`config.mk`:
```
export PLATFORM = sky130hd
export DESIGN_NAME = cascaded_vedic_divider_16bit
export DESIGN_NICKNAME = d
export VERILOG_FILES = /design/src/rtl/cascaded_vedic_divider_16bit.sv
export SDC_FILE = /design/constraint.sdc
export NUM_CORES = 1
export LEC_CHECK = 0
export CAP_MARGIN = 15
export CORE_UTILIZATION = 55
export CTS_CLUSTER_SIZE = 24
export DETAILED_ROUTE_END_ITERATION = 16
export PLACE_DENSITY = 0.89
export SLEW_MARGIN = 20
export SYNTH_ARGS = -nofsm -noshare
export SYNTH_HDL_FRONTEND = slang
export SYNTH_SLANG_ARGS = --single-unit
```
`constraint.sdc`:
```
create_clock -name clk -period 2.95 [get_ports clk]
set_input_delay 0.4425 -clock clk [delete_from_list [all_inputs] [get_ports clk]]
set_output_delay 0.4425 -clock clk [all_outputs]
set_load 0.02 [all_outputs]
```
`src/rtl/cascaded_vedic_divider_16bit.sv`:
```
// rtl/cascaded_vedic_divider_16bit.sv - sequential unsigned divider, cascaded 16-bit stages, start/done handshake
// One quotient bit per cycle MSB first; results held from completion until the next accepted start.
module cascaded_vedic_divider_16bit #(
  parameter int WIDTH = 32
) (
  input  logic             clk,
  input  logic             rst_n,
  input  logic             start,
  input  logic [WIDTH-1:0] dividend,
  input  logic [WIDTH-1:0] divisor,
  output logic [WIDTH-1:0] quotient,
  output logic [WIDTH-1:0] remainder,
  output logic             done
);

  localparam int NSTAGE = WIDTH / 16;
  localparam int SW     = (NSTAGE > 1) ? $clog2(NSTAGE) : 1;

  localparam logic [1:0] S_IDLE = 2'd0;
  localparam logic [1:0] S_CALC = 2'd1;
  localparam logic [1:0] S_DONE = 2'd2;

  logic [1:0]       state_q,     state_d;
  logic [WIDTH-1:0] dq_q,        dq_d;
  logic [WIDTH-1:0] dvs_q,       dvs_d;
  logic [WIDTH-1:0] rem_q,       rem_d;
  logic [SW-1:0]    stage_q,     stage_d;
  logic [3:0]       bit_q,       bit_d;
  logic [WIDTH-1:0] quotient_q,  quotient_d;
  logic [WIDTH-1:0] remainder_q, remainder_d;
  logic             done_q,      done_d;

  logic [WIDTH:0]   trial;
  logic             q_bit;
  logic [WIDTH-1:0] rem_next;
  logic [WIDTH-1:0] dq_next;
  logic             last_iter;

  // dq holds the unconsumed dividend bits on top and the working quotient
  // bits filling in from the bottom, so after WIDTH shifts it is the quotient.
  always_comb begin
    trial     = {rem_q, dq_q[WIDTH-1]};
    q_bit     = (trial >= {1'b0, dvs_q});
    rem_next  = q_bit ? (trial[WIDTH-1:0] - dvs_q) : trial[WIDTH-1:0];
    dq_next   = {dq_q[WIDTH-2:0], q_bit};
    last_iter = (stage_q == '0) && (bit_q == 4'd15);
  end

  always_comb begin
    state_d     = state_q;
    dq_d        = dq_q;
    dvs_d       = dvs_q;
    rem_d       = rem_q;
    stage_d     = stage_q;
    bit_d       = bit_q;
    quotient_d  = quotient_q;
    remainder_d = remainder_q;
    done_d      = done_q;
    case (state_q)
      S_IDLE, S_DONE: begin
        if (start) begin
          dq_d    = dividend;
          dvs_d   = divisor;
          rem_d   = '0;
          stage_d = SW'(NSTAGE - 1);
          bit_d   = 4'd0;
          done_d  = 1'b0;
          state_d = S_CALC;
        end
      end
      S_CALC: begin
        dq_d  = dq_next;
        rem_d = rem_next;
        bit_d = bit_q + 4'd1;
        // Each 16-bit group resolved moves on to the next less significant group.
        if (bit_q == 4'd15) begin
          stage_d = stage_q - SW'(1);
        end
        if (last_iter) begin
          quotient_d  = dq_next;
          remainder_d = rem_next;
          done_d      = 1'b1;
          state_d     = S_DONE;
        end
      end
      default: state_d = S_IDLE;
    endcase
  end

  always_ff @(posedge clk) begin
    if (!rst_n) begin
      state_q     <= S_IDLE;
      dq_q        <= '0;
      dvs_q       <= '0;
      rem_q       <= '0;
      stage_q     <= '0;
      bit_q       <= 4'd0;
      quotient_q  <= '0;
      remainder_q <= '0;
      done_q      <= 1'b0;
    end else begin
      state_q     <= state_d;
      dq_q        <= dq_d;
      dvs_q       <= dvs_d;
      rem_q       <= rem_d;
      stage_q     <= stage_d;
      bit_q       <= bit_d;
      quotient_q  <= quotient_d;
      remainder_q <= remainder_d;
      done_q      <= done_d;
    end
  end

  assign quotient  = quotient_q;
  assign remainder = remainder_q;
  assign done      = done_q;

endmodule

```
==> implementation parameters, run 1 <==
Parameter                              Value

Worst setup path
  Crit path largest cell delay ... 0.54 ns
  Cell family with the largest share of critical-path delay ... compound AO/OA/AOI/OAI gates
  Data required, critical path ... 3.28 ns
  Worst Setup Path Type ... register to register
  Worst-path cell with the longest stage delay ... sky130_fd_sc_hd__a311oi_4
  CP Buf/Inv Count ... 2
  Cell breakdown of the critical path ... inv_1, ha_1, and4_1, and3_2, o21ai_4, a311oi_4, buf_12, o21ai_0, a32o_1
  Kind of end point of the critical path ... register
  Startpoint types ... register
  Largest fanout on the critical path ... 25
  Worst path arrival time ... 3.19 ns

Clocking
  TritonCTS clock tree ... done
  H-tree depth ... 4
  Clock insertion delay at the later pin of the skew report ... 0.44 ns
  Clock tree sinks ... 168
  Post-cts hold buffer count ... 0
  CTS root buf ... sky130_fd_sc_hd__clkbuf_16
  Clock edge transition at the registers on the reported setup and hold paths ... 0.08 ns
  Bufs on Longest Clock Path ... 2
  TritonCTS buffer count ... 17

Synth
  Proportion of netlist area held by the largest area contributor ... 39.13%
  Number of nets in the synthesized netlist ... 1216
  Synth warn ... 0
  Post-synthesis register bit count ... 168
  Async set-reset flop share out of synthesis ... 0%
  Proportion of synthesized chip area in sequential cells ... 39.13%
  Distinct cells, synth ... 67
  Synthesized area divided by synthesized cell count ... 7.708 um2
  Largest cells by area after synthesis ... sky130_fd_sc_hd__dfxtp_1 39%, sky130_fd_sc_hd__nand2_1 9.4%, sky130_fd_sc_hd__a21oi_1 8.4%, sky130_fd_sc_hd__ha_1 4.8%, sky130_fd_sc_hd__o21ai_0 4.3%
  Dominant cell by count in the synthesized netlist ... sky130_fd_sc_hd__nand2_1
  Post-synthesis instance area ... 8594 um2
  Cell type with the largest total area after synthesis ... sky130_fd_sc_hd__dfxtp_1
  Post-Syn Instances ... 1115
  Top post-synthesis cells by count ... 216 x sky130_fd_sc_hd__nand2_1, 168 x sky130_fd_sc_hd__dfxtp_1, 144 x sky130_fd_sc_hd__a21oi_1
  Ys flop type ... sky130_fd_sc_hd__dfxtp_1
  Post-synth EDFFs ... 0

Power and ir drop
  Power per cell area ... 1346 nW/um2
  Clock group share of total power ... 15.1%
  Flop pwr share ... 19.0%
  Switching component of the power ... 0.007290 W
  PnR Total Power ... 0.01471 W
  Internal Dissipation ... 0.007416 W
  Static leakage ... 4.057 nW
  Switching power as a share of total power ... 49.57%
  Worst supply voltage drop on vdd ... 1.056 mV
  Logic pwr share ... 65.9%

Placement
  Final weighted congestion of routability-driven global placement ... 1.019
  DP Cell Count ... 1392
  Pre-CTS WS ... -0.02472 ns
  # port buffers ... 131
  Half-perimeter wire length of the detailed placement result ... 16.91 mm

Detailed routing
  Residual DRC count ... 0
  Via count ... 8979
  Router iterations before antenna repair ... 5
  Violation count after the first detailed-route iteration ... 1175
  Avg Vias per Cell ... 6.283
  Wirelength per Cell ... 17.87 um
  Routed Antenna Nets ... 0
  Routed wire length ... 25.53 mm

STA
  Count of pins over their slew limit ... 0
  Final Critical Period ... 2.863 ns
  Largest clock skew in the final design ... 0.01004 ns
  Setup TNS Final ... 0 ns
  Worst hold margin ... 0.4538 ns
  Final hold violations ... 0
  Actual transition at the worst max-transition pin ... 1.077 ns
  Max Fclk ... 0.3493 GHz
  Relative max-transition margin ... 27.79%
  Final worst-path setup slack ... 0.08746 ns
  RSZ-0062 raised after global routing ... true
  Final cycle utilization of the critical path ... 97.04%
  Setup violations, final ... 0

Die
  Die extent in y ... 127.0 um
  Initial Util ... 56.53%
  Overall die width ... 127.0 um
  Floorplan row count ... 45
  Total Die Area ... 16130 um2
  Count of pins on the block boundary ... 132
  Core area ... 15200 um2

Hold path
  Worst min-delay path class ... register to register

Status
  Outcome ... completed

GRT
  GR Overflow Total ... 0
  First-pass GRT wire length ... 41.23 mm
  Global router's overall resource usage ... 31.60%
  Pin count of the biggest net entering global routing ... 106
  Number of global-route vias before repair ... 8476
  Initial antenna violation count ... 0

Layout
  Total Nets Final ... 1329
  Final standard cell count with taps included and fillers excluded ... 1429
  Filler instances ... 1102
  Antenna cells ... 0
  Share of cells above drive strength 1 ... 9.508%
  Growth of design area from synthesis to finish ... 27.17%

Job
  Total of max-cap violations ... 0
per-layer routing:
layer | vias up | global-route usage (%) | routed length [um]
li1 | 4213 | - | -
met1 | 4192 | 40.86 | 10500
met2 | 501 | 52.23 | 12190
met3 | 73 | 5.695 | 2128
met4 | 0 | 12.89 | 712
met5 | - | 0 | 0
stage by stage:
stage	utilization (%)	area (um2)
2_1_floorplan	-	8594
3_3_place_gp	67.10	10200
3_5_place_dp	67.10	10200
4_1_cts	71.13	10810
5_1_grt	71.89	10930
6_report	71.89	10930
cell families after synthesis:
| family | Yosys count | synth area share, % |
|---|---|---|
| AOI/OAI and AO/OA | 394 | 28.46 |
| and+or+nand+nor | 358 | 18.17 |
| DFF | 168 | 39.13 |
| buffers and inverters | 132 | 6.231 |
| adders and majority gates | 34 | 5.037 |
| xor gates and xnor gates | 28 | 2.853 |
| muxes | 1 | 0.1165 |
layout by cell type (no fill, tap or decap), types with 4 or more instances in the layout:
cell / instances
sky130_fd_sc_hd__a31oi_1: 35
sky130_fd_sc_hd__inv_6: 5
sky130_fd_sc_hd__a211oi_1: 4
sky130_fd_sc_hd__nand2_1: 216
sky130_fd_sc_hd__and3_1: 4
sky130_fd_sc_hd__clkbuf_16: 17
sky130_fd_sc_hd__o21ai_1: 4
sky130_fd_sc_hd__o31ai_1: 21
sky130_fd_sc_hd__buf_4: 41
sky130_fd_sc_hd__ha_2: 5
sky130_fd_sc_hd__o211ai_1: 25
sky130_fd_sc_hd__inv_1: 46
sky130_fd_sc_hd__o21ai_0: 72
sky130_fd_sc_hd__nor3_1: 22
sky130_fd_sc_hd__dfxtp_1: 168
sky130_fd_sc_hd__a22oi_1: 34
sky130_fd_sc_hd__clkinv_8: 6
sky130_fd_sc_hd__xnor2_1: 18
sky130_fd_sc_hd__nor2_1: 20
sky130_fd_sc_hd__nand2b_1: 5
sky130_fd_sc_hd__buf_12: 5
sky130_fd_sc_hd__clkdlybuf4s50_1: 131
sky130_fd_sc_hd__a21o_1: 14
sky130_fd_sc_hd__nand4_1: 14
sky130_fd_sc_hd__xor2_1: 10
sky130_fd_sc_hd__o31a_1: 4
sky130_fd_sc_hd__nand3_1: 50
sky130_fd_sc_hd__a21oi_1: 141
sky130_fd_sc_hd__ha_1: 28
area by class of cell:
cell class                      instances  area (um2)  share of cell area (%)
Clock buffer                           17       425.4                   3.892
Clock inverter                         15       178.9                   1.637
Inverter                               47       177.7                   1.626
Multi-Input combinational cell        815        4807                   43.98
Sequential cell                       168        3363                   30.77
Tap cell                              188       235.2                   2.152
Timing Repair Buffer                  179        1742                   15.94
flip-flops by register name, summed over array words and instances, names as in the netlist:
signal / count
quotient: 32
remainder: 32
state_q: 2
rem_q: 32
bit_q: 4
dvs_q: 32
stage_q: 1
dq_q: 32
done: 1
power groups by stage:
stage	clock (W)	combinational [W]	sequential [W]
2_1_floorplan	0	0.00655	0.00275
5_1_grt	0.00232	0.0104	0.00282
6_report	0.00223	0.00969	0.00279
3_3_place_gp	0	0.00871	0.00282
3_5_place_dp	0	0.00893	0.00282
4_1_cts	0.00223	0.00909	0.00278
final timing paths:
| path | startpoint | end | slack [ns] | cells past startpoint |
|---|---|---|---|---|
| setup / recovery | dvs_q[18]$_SDFFE_PN0P_ | rem_q[13]$_SDFFE_PN0P_ | 0.09 | 9 |
| setup reg to reg | dvs_q[18]$_SDFFE_PN0P_ | rem_q[13]$_SDFFE_PN0P_ | 0.09 | 9 |
| hold reg to reg | quotient[10]$_SDFFE_PN0P_ | quotient[10]$_SDFFE_PN0P_ | 0.45 | 2 |
| hold / removal | quotient[10]$_SDFFE_PN0P_ | quotient[10]$_SDFFE_PN0P_ | 0.45 | 2 |
timing repair:
item | in CTS | in global routing
setup buffers | 0 | 5
resized for setup | 3 | 17
pin swaps | 0 | 5
endpoints found under the setup margin | 5 | 51
tightest hold or removal path, cell delays in order (launching register included):
cell and delay (ns):
sky130_fd_sc_hd__dfxtp_1 0.31, sky130_fd_sc_hd__nand2_1 0.05, sky130_fd_sc_hd__a21oi_1 0.05
No activity file was read; power rests on OpenSTA's default activity.
==> inputs of run 2 (changes only) <==
--- a/config.mk
+++ b/config.mk
@@ -6,11 +6,12 @@
 export NUM_CORES = 1
 export LEC_CHECK = 0
 export CAP_MARGIN = 15
+export CORE_ASPECT_RATIO = 0.75
 export CORE_UTILIZATION = 55
 export CTS_CLUSTER_SIZE = 24
 export DETAILED_ROUTE_END_ITERATION = 16
+export MAX_ROUTING_LAYER = met4
 export PLACE_DENSITY = 0.89
-export SLEW_MARGIN = 20
 export SYNTH_ARGS = -nofsm -noshare
 export SYNTH_HDL_FRONTEND = slang
 export SYNTH_SLANG_ARGS = --single-unit
==> run 2 against run 1 <==
  * First-iteration DRC count shrank 10%
  * Clock power hardly changed
  * Sequential cell count stayed put
  * Setup slack gained 0.0035 ns
  * Largest cell class unchanged
  * Via count shrank 0.90%
  * Clock skew barely moved
  * Wire length down 0.32%
  * Final cell count up 0.77%
  * Critical endpoint is now remainder[29]$_SDFFE_PN0P_
==> implementation parameters, run 2 (synthesis gave the netlist of run 1 again) <==
Parameter                              Value

Clocking
  Clock tree sinks ... 168
  Clock insertion delay at the later pin of the skew report ... 0.44 ns
  TritonCTS buffer count ... 17
  H-tree depth ... 4
  TritonCTS clock tree ... done
  CTS root buf ... sky130_fd_sc_hd__clkbuf_16
  Clock edge transition at the registers on the reported setup and hold paths ... 0.07 ns
  Bufs on Longest Clock Path ... 2
  Post-cts hold buffer count ... 0

Die
  Total Die Area ... 16140 um2
  Count of pins on the block boundary ... 132
  Initial Util ... 56.45%
  Floorplan row count ... 39
  Core area ... 15220 um2
  Die extent in y ... 110.3 um
  Overall die width ... 146.3 um

Worst setup path
  Worst reg2reg path depth ... 12
  Worst Setup Path Type ... register to register
  Startpoint types ... register
  Kind of end point of the critical path ... register
  Data required, critical path ... 3.31 ns
  R2R Path Start ... dvs_q[5]$_SDFFE_PN0P_
  Largest fanout on the critical path ... 16
  Worst path arrival time ... 3.22 ns
  R2r setup slk ... 0.09 ns
  Endpoint of the worst-slack reg-to-reg timing path ... remainder[29]$_SDFFE_PN0P_

Placement
  Half-perimeter wire length of the detailed placement result ... 17.22 mm
  DP Cell Count ... 1403
  # port buffers ... 131
  Final weighted congestion of routability-driven global placement ... 1.009
  DP Area ... 10190 um2

Detailed routing
  Wirelength per Cell ... 17.68 um
  Avg Vias per Cell ... 6.179
  Via count ... 8898
  Router iterations before antenna repair ... 6
  Routed wire length ... 25.45 mm
  Routed Antenna Nets ... 0
  Violation count after the first detailed-route iteration ... 1058
  Residual DRC count ... 0

STA
  Max Fclk ... 0.3498 GHz
  Setup violations, final ... 0
  Final hold violations ... 0
  Largest clock skew in the final design ... 0.009991 ns
  Final cycle utilization of the critical path ... 96.92%
  Worst hold margin ... 0.4541 ns
  Actual transition at the worst max-transition pin ... 0.8921 ns
  Final Critical Period ... 2.859 ns
  Relative max-transition margin ... 40.53%
  Setup TNS Final ... 0 ns
  Count of pins over their slew limit ... 0

Layout
  Total Nets Final ... 1323
  Antenna cells ... 0
  Final standard cell count with taps included and fillers excluded ... 1440
  Growth of design area from synthesis to finish ... 26.85%
  Leading cell types in the layout, fill and taps excluded ... 216 x sky130_fd_sc_hd__nand2_1, 168 x sky130_fd_sc_hd__dfxtp_1, 141 x sky130_fd_sc_hd__a21oi_1
  Most common library cell in the layout ignoring fill and taps ... sky130_fd_sc_hd__nand2_1
  Share of cells above drive strength 1 ... 8.664%
  Final design instance area without fill ... 10900 um2

GRT
  Met2 demand-to-capacity share in global routing ... 48.50%
  Initial antenna violation count ... 0
  GR Overflow Total ... 0
  Pin count of the biggest net entering global routing ... 89
  Grt met1 use ... 43.20%
  Busiest grt layer ... met2
  Met3 Track Usage GR ... 7.284%
  Number of global-route vias before repair ... 7978
  First-pass GRT wire length ... 40.55 mm
  Global router's overall resource usage ... 32.30%

Hold path
  Worst min-delay path class ... register to register
  Launch instance of the worst min-delay path ... dvs_q[11]$_SDFFE_PN0P_
  Hold Path Cell Cnt ... 2
  WHS Endpoint ... dvs_q[11]$_SDFFE_PN0P_

Job
  Total of max-cap violations ... 0

Power and ir drop
  PnR Total Power ... 0.01473 W
  Worst supply voltage drop on vdd ... 1.419 mV
  Power per cell area ... 1351 nW/um2
  Static leakage ... 4.035 nW

Status
  Outcome ... completed
run 2: changes by cell type in the layout (fill, tap and decap cells not counted), sizes merged:
cell / before / now
clkbuf: 17 / 18
clkinv: 7 / 9
clkinvlp: 2 / 0
buf: 48 / 41
run 2: worst max-delay path by stage:
stage | from | to | slack, ns | cells after the start
3_5_place_dp | dvs_q[6]$_SDFFE_PN0P_ | rem_q[25]$_SDFFE_PN0P_ | 0.1 | 10
3_3_place_gp | dvs_q[14]$_SDFFE_PN0P_ | rem_q[4]$_SDFFE_PN0P_ | 0.18 | 9
5_1_grt | dvs_q[5]$_SDFFE_PN0P_ | remainder[29]$_SDFFE_PN0P_ | -0.08 | 12
6_report | dvs_q[5]$_SDFFE_PN0P_ | remainder[29]$_SDFFE_PN0P_ | 0.09 | 12
4_1_cts | dq_q[31]$_SDFFE_PN0P_ | remainder[24]$_SDFFE_PN0P_ | 0.06 | 13
2_1_floorplan | dvs_q[6]$_SDFFE_PN0P_ | rem_q[13]$_SDFFE_PN0P_ | 0.47 | 10
run 2: repair_timing:
| item | 4_1_cts | 5_1_grt |
|---|---|---|
| endpoints found under the setup margin | 0 | 58 |
| setup buffers | 0 | 4 |
| hold endpoints to repair | 0 | 0 |
| resized for setup | 0 | 13 |
run 2: cell type report:
cell class                      instances  area, um2
Inverter                               47      176.4
Multi-Input combinational cell        815       4785
Clock buffer                           17      425.4
Clock inverter                         15      181.4
Tap cell                              205      256.5
Timing Repair Buffer                  173       1714
Fill cell                            1188       4323
Sequential cell                       168       3363
run 2: report_power, final:
group	internal (W)	leakage, nW	switching, W	total [W]
registers	0.00252	1.36	0.000271	0.00280
clock network	0.00115	0.295	0.00110	0.00225
logic	0.00375	2.37	0.00594	0.00969
run 2: critical path: stages, from the launching register on:
cell and delay (ns):
sky130_fd_sc_hd__dfxtp_1 0.36, sky130_fd_sc_hd__inv_1 0.08, sky130_fd_sc_hd__ha_2 0.38, sky130_fd_sc_hd__nand2_1 0.10, sky130_fd_sc_hd__a21boi_0 0.22, sky130_fd_sc_hd__o21a_2 0.24
sky130_fd_sc_hd__a31o_4 0.22, sky130_fd_sc_hd__o21ai_2 0.10, sky130_fd_sc_hd__a311oi_4 0.39, sky130_fd_sc_hd__buf_12 0.21, sky130_fd_sc_hd__o211ai_1 0.11, sky130_fd_sc_hd__buf_4 0.20
sky130_fd_sc_hd__o221ai_1 0.17
run 2: through the flow:
step	utilization (%)	worst slack (ns)
3_3_place_gp	66.92	0.1835
6_report	71.61	0.09092
2_1_floorplan	-	0.4653
5_1_grt	71.61	-0.07927
3_5_place_dp	66.92	0.09607
4_1_cts	70.91	0.05546
run 2: per-layer routing:
layer	routed length, um	part of all wire (%)
met1	11350	45
met2	11240	44
met3	2346	9.2
met4	518	2.0
met5	0	0
==> inputs of run 3 (changes only) <==
--- a/config.mk
+++ b/config.mk
@@ -7,6 +7,7 @@
 export LEC_CHECK = 0
 export CAP_MARGIN = 15
 export CORE_ASPECT_RATIO = 0.75
+export CORE_MARGIN = 3
 export CORE_UTILIZATION = 55
 export CTS_CLUSTER_SIZE = 24
 export DETAILED_ROUTE_END_ITERATION = 16
==> run 3 against run 2 <==
  * Clock skew grew 0.00096 ns
  * Setup slack lost 0.075 ns
  * Global-route usage shrank 2.7 points
  * Worst hold slack lost 0.0014 ns
  * Critical path type unchanged
  * Critical endpoint is now rem_q[13]$_SDFFE_PN0P_
==> implementation parameters, run 3 (synthesis gave the netlist of run 1 again) <==
Parameter                              Value

Power and ir drop
  PnR Total Power ... 0.01524 W
  Worst supply voltage drop on vdd ... 0.9945 mV
  Power per cell area ... 1387 nW/um2
  Static leakage ... 4.052 nW

Detailed routing
  Router iterations before antenna repair ... 6
  Violation count after the first detailed-route iteration ... 1154
  Wirelength per Cell ... 18.27 um
  Residual DRC count ... 0
  Avg Vias per Cell ... 6.235
  Routed Antenna Nets ... 0
  Via count ... 8953
  Routed wire length ... 26.23 mm

Layout
  Most common library cell in the layout ignoring fill and taps ... sky130_fd_sc_hd__nand2_1
  Total Nets Final ... 1324
  Final core utilization ... 73.81%
  Final design instance area without fill ... 10980 um2
  Growth of design area from synthesis to finish ... 27.81%
  Antenna cells ... 0
  Share of cells above drive strength 1 ... 9.223%
  Filler instances ... 1109
  Leading cell types in the layout, fill and taps excluded ... 216 x sky130_fd_sc_hd__nand2_1, 168 x sky130_fd_sc_hd__dfxtp_1, 142 x sky130_fd_sc_hd__a21oi_1
  Final standard cell count with taps included and fillers excluded ... 1436

Die
  Core area ... 14880 um2
  Initial Util ... 57.75%
  Floorplan row count ... 38
  Total Die Area ... 17180 um2
  Overall die width ... 150.3 um
  Count of pins on the block boundary ... 132
  Die extent in y ... 114.3 um

Worst setup path
  Worst-path cell with the longest stage delay ... sky130_fd_sc_hd__ha_1
  Startpoint types ... register
  Cell family with the largest share of critical-path delay ... compound AO/OA/AOI/OAI gates
  Largest fanout on the critical path ... 11
  Crit path largest cell delay ... 0.40 ns
  Data required, critical path ... 3.27 ns
  CP Buf/Inv Count ... 2
  Worst Setup Path Type ... register to register
  Cell breakdown of the critical path ... inv_1, ha_1, a21oi_1, nor3_2, o21a_1, a31o_4, o21ai_4, a311oi_4, clkbuf_16, or3_1, a32o_1
  Worst path arrival time ... 3.26 ns
  Kind of end point of the critical path ... register

STA
  Final Critical Period ... 2.934 ns
  Largest clock skew in the final design ... 0.01095 ns
  Final hold violations ... 0
  Final cycle utilization of the critical path ... 99.46%
  RSZ-0062 raised after global routing ... true
  Actual transition at the worst max-transition pin ... 0.7837 ns
  Count of pins over their slew limit ... 0
  Relative max-transition margin ... 47.63%
  Setup violations, final ... 0
  Max Fclk ... 0.3408 GHz
  Worst hold margin ... 0.4528 ns

Clocking
  Bufs on Longest Clock Path ... 2
  H-tree depth ... 4
  Clock edge transition at the registers on the reported setup and hold paths ... 0.07 ns
  Clock tree sinks ... 168
  TritonCTS clock tree ... done
  Post-cts hold buffer count ... 0
  TritonCTS buffer count ... 17
  Clock insertion delay at the later pin of the skew report ... 0.43 ns
  CTS root buf ... sky130_fd_sc_hd__clkbuf_16

Status
  Outcome ... completed

GRT
  Initial antenna violation count ... 0
  Global router's overall resource usage ... 29.57%
  GR Overflow Total ... 0
  First-pass GRT wire length ... 40.39 mm
  Number of global-route vias before repair ... 8172
  Pin count of the biggest net entering global routing ... 61

Hold path
  Worst min-delay path class ... register to register

Placement
  # port buffers ... 131
  Half-perimeter wire length of the detailed placement result ... 17.01 mm
  DP Cell Count ... 1394
  Final weighted congestion of routability-driven global placement ... 0.9956
  DP Area ... 10160 um2

Job
  Total of max-cap violations ... 0
## run 3: changes by cell type in the layout (fill, tap and decap cells not counted), moves of 2 or more
cell                     before  now
sky130_fd_sc_hd__ha_1        31   28
sky130_fd_sc_hd__buf_12       5    7
sky130_fd_sc_hd__ha_4         0    3
sky130_fd_sc_hd__buf_4       34   32
## run 3: metrics by stage
stage	TNS [ns]	worst slack, ns
finish	0	0.01591
global route	-0.5182	-0.08749
CTS	0	0.01110
detailed placement	0	0.05685
global placement	0	0.1449
floorplan	0	0.4653
## run 3: per-layer routing
metal | vias to the layer above | track usage (%) | share of wire, %
met5 | - | - | 0
met4 | 0 | 9.445 | 3.0
met3 | 80 | 6.648 | 9.6
met2 | 520 | 43.71 | 45
met1 | 4150 | 40.38 | 43
li1 | 4203 | - | -
## run 3: worst min-delay path, delay by kind of cell, from the launching register on
family             cells  cell delay [ns]
AOI/OAI and AO/OA      1             0.05
DFF                    1             0.31
and+or+nand+nor        1             0.05
## run 3: final cells by class
type | count | area (um2) | share of cell area, %
multi-input combinational | 815 | 4841 | 44.07
tap | 200 | 250.2 | 2.278
inverter | 47 | 176.4 | 1.606
clock buffer | 17 | 425.4 | 3.873
sequential | 168 | 3363 | 30.62
timing repair buffer | 174 | 1750 | 15.94
clock inverter | 15 | 177.7 | 1.617
## run 3: worst paths after layout
path / cells past startpoint / endpoint / start / slack (ns)
worst max-delay path: 11 / rem_q[13]$_SDFFE_PN0P_ / dvs_q[8]$_SDFFE_PN0P_ / 0.02
worst min-delay path: 2 / quotient[29]$_SDFFE_PN0P_ / quotient[29]$_SDFFE_PN0P_ / 0.45
worst max register to register: 11 / rem_q[13]$_SDFFE_PN0P_ / dvs_q[8]$_SDFFE_PN0P_ / 0.02
worst min register to register: 2 / quotient[29]$_SDFFE_PN0P_ / quotient[29]$_SDFFE_PN0P_ / 0.45
## run 3: timing repair
item | CTS | global route
gates resized for setup | 0 | 23
setup buffers | 0 | 8
setup endpoints to repair | 0 | 57
## run 3: where the power goes
group | switching (W) | internal [W] | total (W)
combinational | 0.00621 | 0.00401 | 0.0102
sequential | 0.000275 | 0.00252 | 0.00280
clock | 0.00108 | 0.00114 | 0.00222
total | 0.00756 | 0.00768 | 0.0152
